File: src/rtl/demux_scan_sequencer.sv
// Scans a handshaked 4-bit word onto a 1-to-4 demux,
// one channel at a time, each held DWELL cycles.
module demux_scan_sequencer #(
  parameter int DWELL = 1
) (
  input  logic       clk,
  input  logic       rst_n,
  input  logic [3:0] word_in,
  input  logic       word_valid,
  output logic       word_ready,
  input  logic       abort,
  output logic       dmx_in,
  output logic [1:0] dmx_sel,
  output logic       dmx_enable,
  output logic       busy,
  output logic       done
);

  typedef enum logic {
    IDLE,
    SCAN
  } state_t;

  localparam logic [7:0] LAST = 8'(DWELL - 1);

  state_t     state, state_d;
  logic [3:0] word_q, word_d;
  logic [7:0] cnt, cnt_d;
  logic       in_d, en_d, busy_d, done_d;
  logic [1:0] sel_d, sel_nx;

  assign word_ready = (state == IDLE);
  assign sel_nx     = dmx_sel + 2'd1;

  always_ff @(posedge clk or negedge rst_n) begin
    if (!rst_n) begin
      state      <= IDLE;
      word_q     <= '0;
      cnt        <= '0;
      dmx_in     <= 1'b0;
      dmx_sel    <= 2'b00;
      dmx_enable <= 1'b0;
      busy       <= 1'b0;
      done       <= 1'b0;
    end else begin
      state      <= state_d;
      word_q     <= word_d;
      cnt        <= cnt_d;
      dmx_in     <= in_d;
      dmx_sel    <= sel_d;
      dmx_enable <= en_d;
      busy       <= busy_d;
      done       <= done_d;
    end
  end

  always_comb begin
    state_d = state;
    word_d  = word_q;
    cnt_d   = cnt;
    in_d    = dmx_in;
    sel_d   = dmx_sel;
    en_d    = dmx_enable;
    busy_d  = busy;
    done_d  = 1'b0;
    unique case (state)
      IDLE: begin
        en_d   = 1'b0;
        busy_d = 1'b0;
        sel_d  = 2'b00;
        in_d   = 1'b0;
        if (word_valid && !abort) begin
          state_d = SCAN;
          word_d  = word_in;
          cnt_d   = '0;
          sel_d   = 2'b00;
          in_d    = word_in[0];
          en_d    = 1'b1;
          busy_d  = 1'b1;
        end
      end
      SCAN: begin
        if (abort) begin
          state_d = IDLE;
          cnt_d   = '0;
          sel_d   = 2'b00;
          in_d    = 1'b0;
          en_d    = 1'b0;
          busy_d  = 1'b0;
        end else if (cnt < LAST) begin
          cnt_d = cnt + 8'd1;
        end else begin
          cnt_d = '0;
          if (dmx_sel != 2'b11) begin
            sel_d = sel_nx;
            in_d  = word_q[sel_nx];
          end else begin
            // last channel finished: drop enable, pulse done
            state_d = IDLE;
            sel_d   = 2'b00;
            in_d    = 1'b0;
            en_d    = 1'b0;
            busy_d  = 1'b0;
            done_d  = 1'b1;
          end
        end
      end
      default: state_d = IDLE;
    endcase
  end

endmodule

File: config.mk
export PLATFORM = sky130hd
export DESIGN_NAME = demux_scan_sequencer
export DESIGN_NICKNAME = d
export VERILOG_FILES = /design/src/rtl/demux_scan_sequencer.sv
export SDC_FILE = /design/constraint.sdc
export NUM_CORES = 1
export LEC_CHECK = 0
export CORE_AREA = 2 2 39 41
export CTS_CLUSTER_SIZE = 24
export DETAILED_ROUTE_END_ITERATION = 6
export DIE_AREA = 0 0 41 43
export PLACE_DENSITY = 0.57
export SETUP_SLACK_MARGIN = 0.15
export SYNTH_ARGS = -nofsm -noshare
export SYNTH_HDL_FRONTEND = slang
export SYNTH_SLANG_ARGS = --single-unit
File: constraint.sdc
create_clock -name clk -period 2.3 [get_ports clk]
set_input_delay 0.46 -clock clk [delete_from_list [all_inputs] [get_ports clk]]
set_output_delay 0.46 -clock clk [all_outputs]
set_load 0.02 [all_outputs]
==> impl_results.md <==
- Status: complete, no violations
- Grt peak-use layer: met2
- DRT Pass-1 Iters: 3
- P_leak: ~0.28 nW
- Commonest non-fill, non-tap cells in the layout: clkdlybuf4s50_1, dfrtp_1, mux2_2
- Post-route antenna net violation count: 0
- First-pass GRT wire length: 1320 um
- Yosys reg bits: 10
- CTS Buffer Depth: 2
- Netlist Area Pre-Place: 427 sq um
- Synth-to-layout area growth: 44.3%
- Slowest-stage cell, CP: clkdlybuf4s50_1
- Mean post-synth cell area: around 14 sq um
- Peak supply drop: 0.328 mV
- Tmin final: 1810 ps
- Nets: 58
- PostCTS Resize Cnt: 0
- Layout cell share with drive strength beyond 1: 23.4%
- Starting DRT DRC Count: 2
- CORE AREA: 1380 sq um
- Critical path's largest stage delay: 640 ps
- I/O pin total: 15
- Number of cell rows: 14
- Critical path fanouts, max: 5
- TNS Setup: 0 ps
- RSZ-0062 raised after global routing: no
- Seq/Total Area, Yosys: between 50 and 60%
- Avg Vias per Cell: 4.79
- WP data arrival: 1350 ps
- Htree depth: 1
- Worst Hold Class: primary input to async pin
- Post-synth top area cell: dfrtp_1
- All-Layer GR Usage: 12.1%
- Kind of critical path: flip-flop to output pin
- Final Util: 44.5%
- Fin. Hold Viols: 0
- Met3 GRT Util: around 4.7%
- Crit path cell chain: clkdlybuf4s50_1
- Routed WL per cell: 11.7 um
- Most common cell after layout, fill and taps aside: clkdlybuf4s50_1
- Root Buffer Master: clkbuf_4
- Crit path capture type: output pin
- Die span in y: 43 um
- Antenna violations before repair: 0
- Netlist cell types: 14
- Critical Path RT: 1840 ps
- Port Buffers: 14
- Top cells by area, synth: dfrtp_1, mux2_2, ha_1
- Vias in the first global route: ~310
- Post-synth top area share: 58.7%
- M1 GR Usage: 12.6%
- DRC Markers: 0
- Global placement routability congestion: 0.735
- Total setup buffers inserted after CTS: 0
- FMAX: approximately 550 MHz
- WHS: 502 ps
- Actual slew at the worst max-slew pin: approximately 500 ps
- CTS Buf Count: 3
- Rel. slew slack: 66.4%
- Part of the cycle the worst path needs: between 70 and 80%
- Final setup fails: 0
- Worst-Skew Late Latency: 260 ps
- Family with the most delay on the worst path: buffers and inverters
- ANT cells: 0
- Die Area: 1760 sq um
- Detailed-route via count: between 300 and 400
- Max Cap Viol: 0
- Global route overflow: 0
- CP bufs+invs: 1
- Post-DP HPWL: 587 um
- Met2 usage: between 10% and 20%
- Syn_nets: 40
- Initial core utilization: 30.8%
- Pwr per Cell Area: 736 nW/um^2
- Yosys warning count: 0
- Max-slew violations: 0
- Reg clk slew, reported paths: 70 ps
- Startpoint types: flip-flop
- TritonCTS clock tree: built
- Cells after synthesis: 30
- Die Width: 41 um
- Final WL: 738 um
- Setup Skew: 3.32 ps
- CTS sink cnt: 10
- Largest net degree at the start of global routing: 11
- CTS Hold Buffers Added: 0
per-layer routing:
| layer | vias up | share of wire, % | wire length, um |
|---|---|---|---|
| met5 | - | 0 | 0 |
| met4 | 0 | 1.4 | 10 |
| met3 | 2 | 6.1 | 45 |
| met2 | 10 | 53 | 394 |
| met1 | 152 | 39 | 288 |
| li1 | 138 | - | - |
kinds of logic after synthesis:
family                   count (synthesis)  synth area share [%]
AO/OA/AOI/OAI                            3                  6.16
adder cells (fa/ha/maj)                  2                  5.86
buffers and inverters                    4                  4.40
flip-flops                              10                  58.7
multiplexers                             5                  15.8
AND/OR/NAND/NOR                          6                  9.09
path summary, 6_finish.rpt:
kind	end	start	slack (ps)	depth (start not counted)
setup / recovery	dmx_sel[0]	dmx_sel[0]	490	1
hold / removal	done	rst_n	500	1
setup reg to reg	dmx_in	dmx_sel[0]	850	3
hold reg to reg	word_q[2]	word_q[2]	510	1
max in group asynchronous	word_q[0]	rst_n	1490	1
min in group clk	word_q[2]	word_q[2]	510	1
registers in the layout (all words and copies together), names as in the netlist:
signal and cells:
word_q 4, dmx_sel 2, busy 1, dmx_in 1, done 1, state 1
power by group:
part	total (mW)	leakage, nW	internal, mW	switching [mW]
registers	0.212	0.127	0.198	0.0139
logic	0.0833	0.127	0.0517	0.0315
clock network	0.158	0.0210	0.0961	0.0617
total	0.453	0.275	0.346	0.107
cell type report:
cell class                 count  area (sq um)
fill                         132           768
sequential                    10           250
multi-input combinational     16           158
timing repair buffer          14           140
clock buffer                   4          36.3
tap                           16          20.0
inverter                       3          11.3
stage by stage:
| step | area [sq um] | instances | power, mW | worst slack (ps) |
|---|---|---|---|---|
| floorplan | 427 | 30 | 0.261 | 835 |
| global placement | 579 | 59 | 0.297 | 429 |
| detailed placement | 579 | 59 | 0.301 | 374 |
| CTS | 616 | 63 | 0.460 | 452 |
| global route | 616 | 63 | 0.478 | 404 |
| finish | 616 | 63 | 0.453 | 490 |
synthesized netlist by cell type:
cell       n
a21o_1     1
a31o_2     1
a32o_1     1
and2_1     1
buf_4      1
dfrtp_1   10
ha_1       2
inv_1      3
mux2_2     4
mux4_2     1
nand2b_1   1
nor2_1     2
nor2b_1    1
nor3b_2    1
Note: power is estimated with default switching activity, not from simulation.
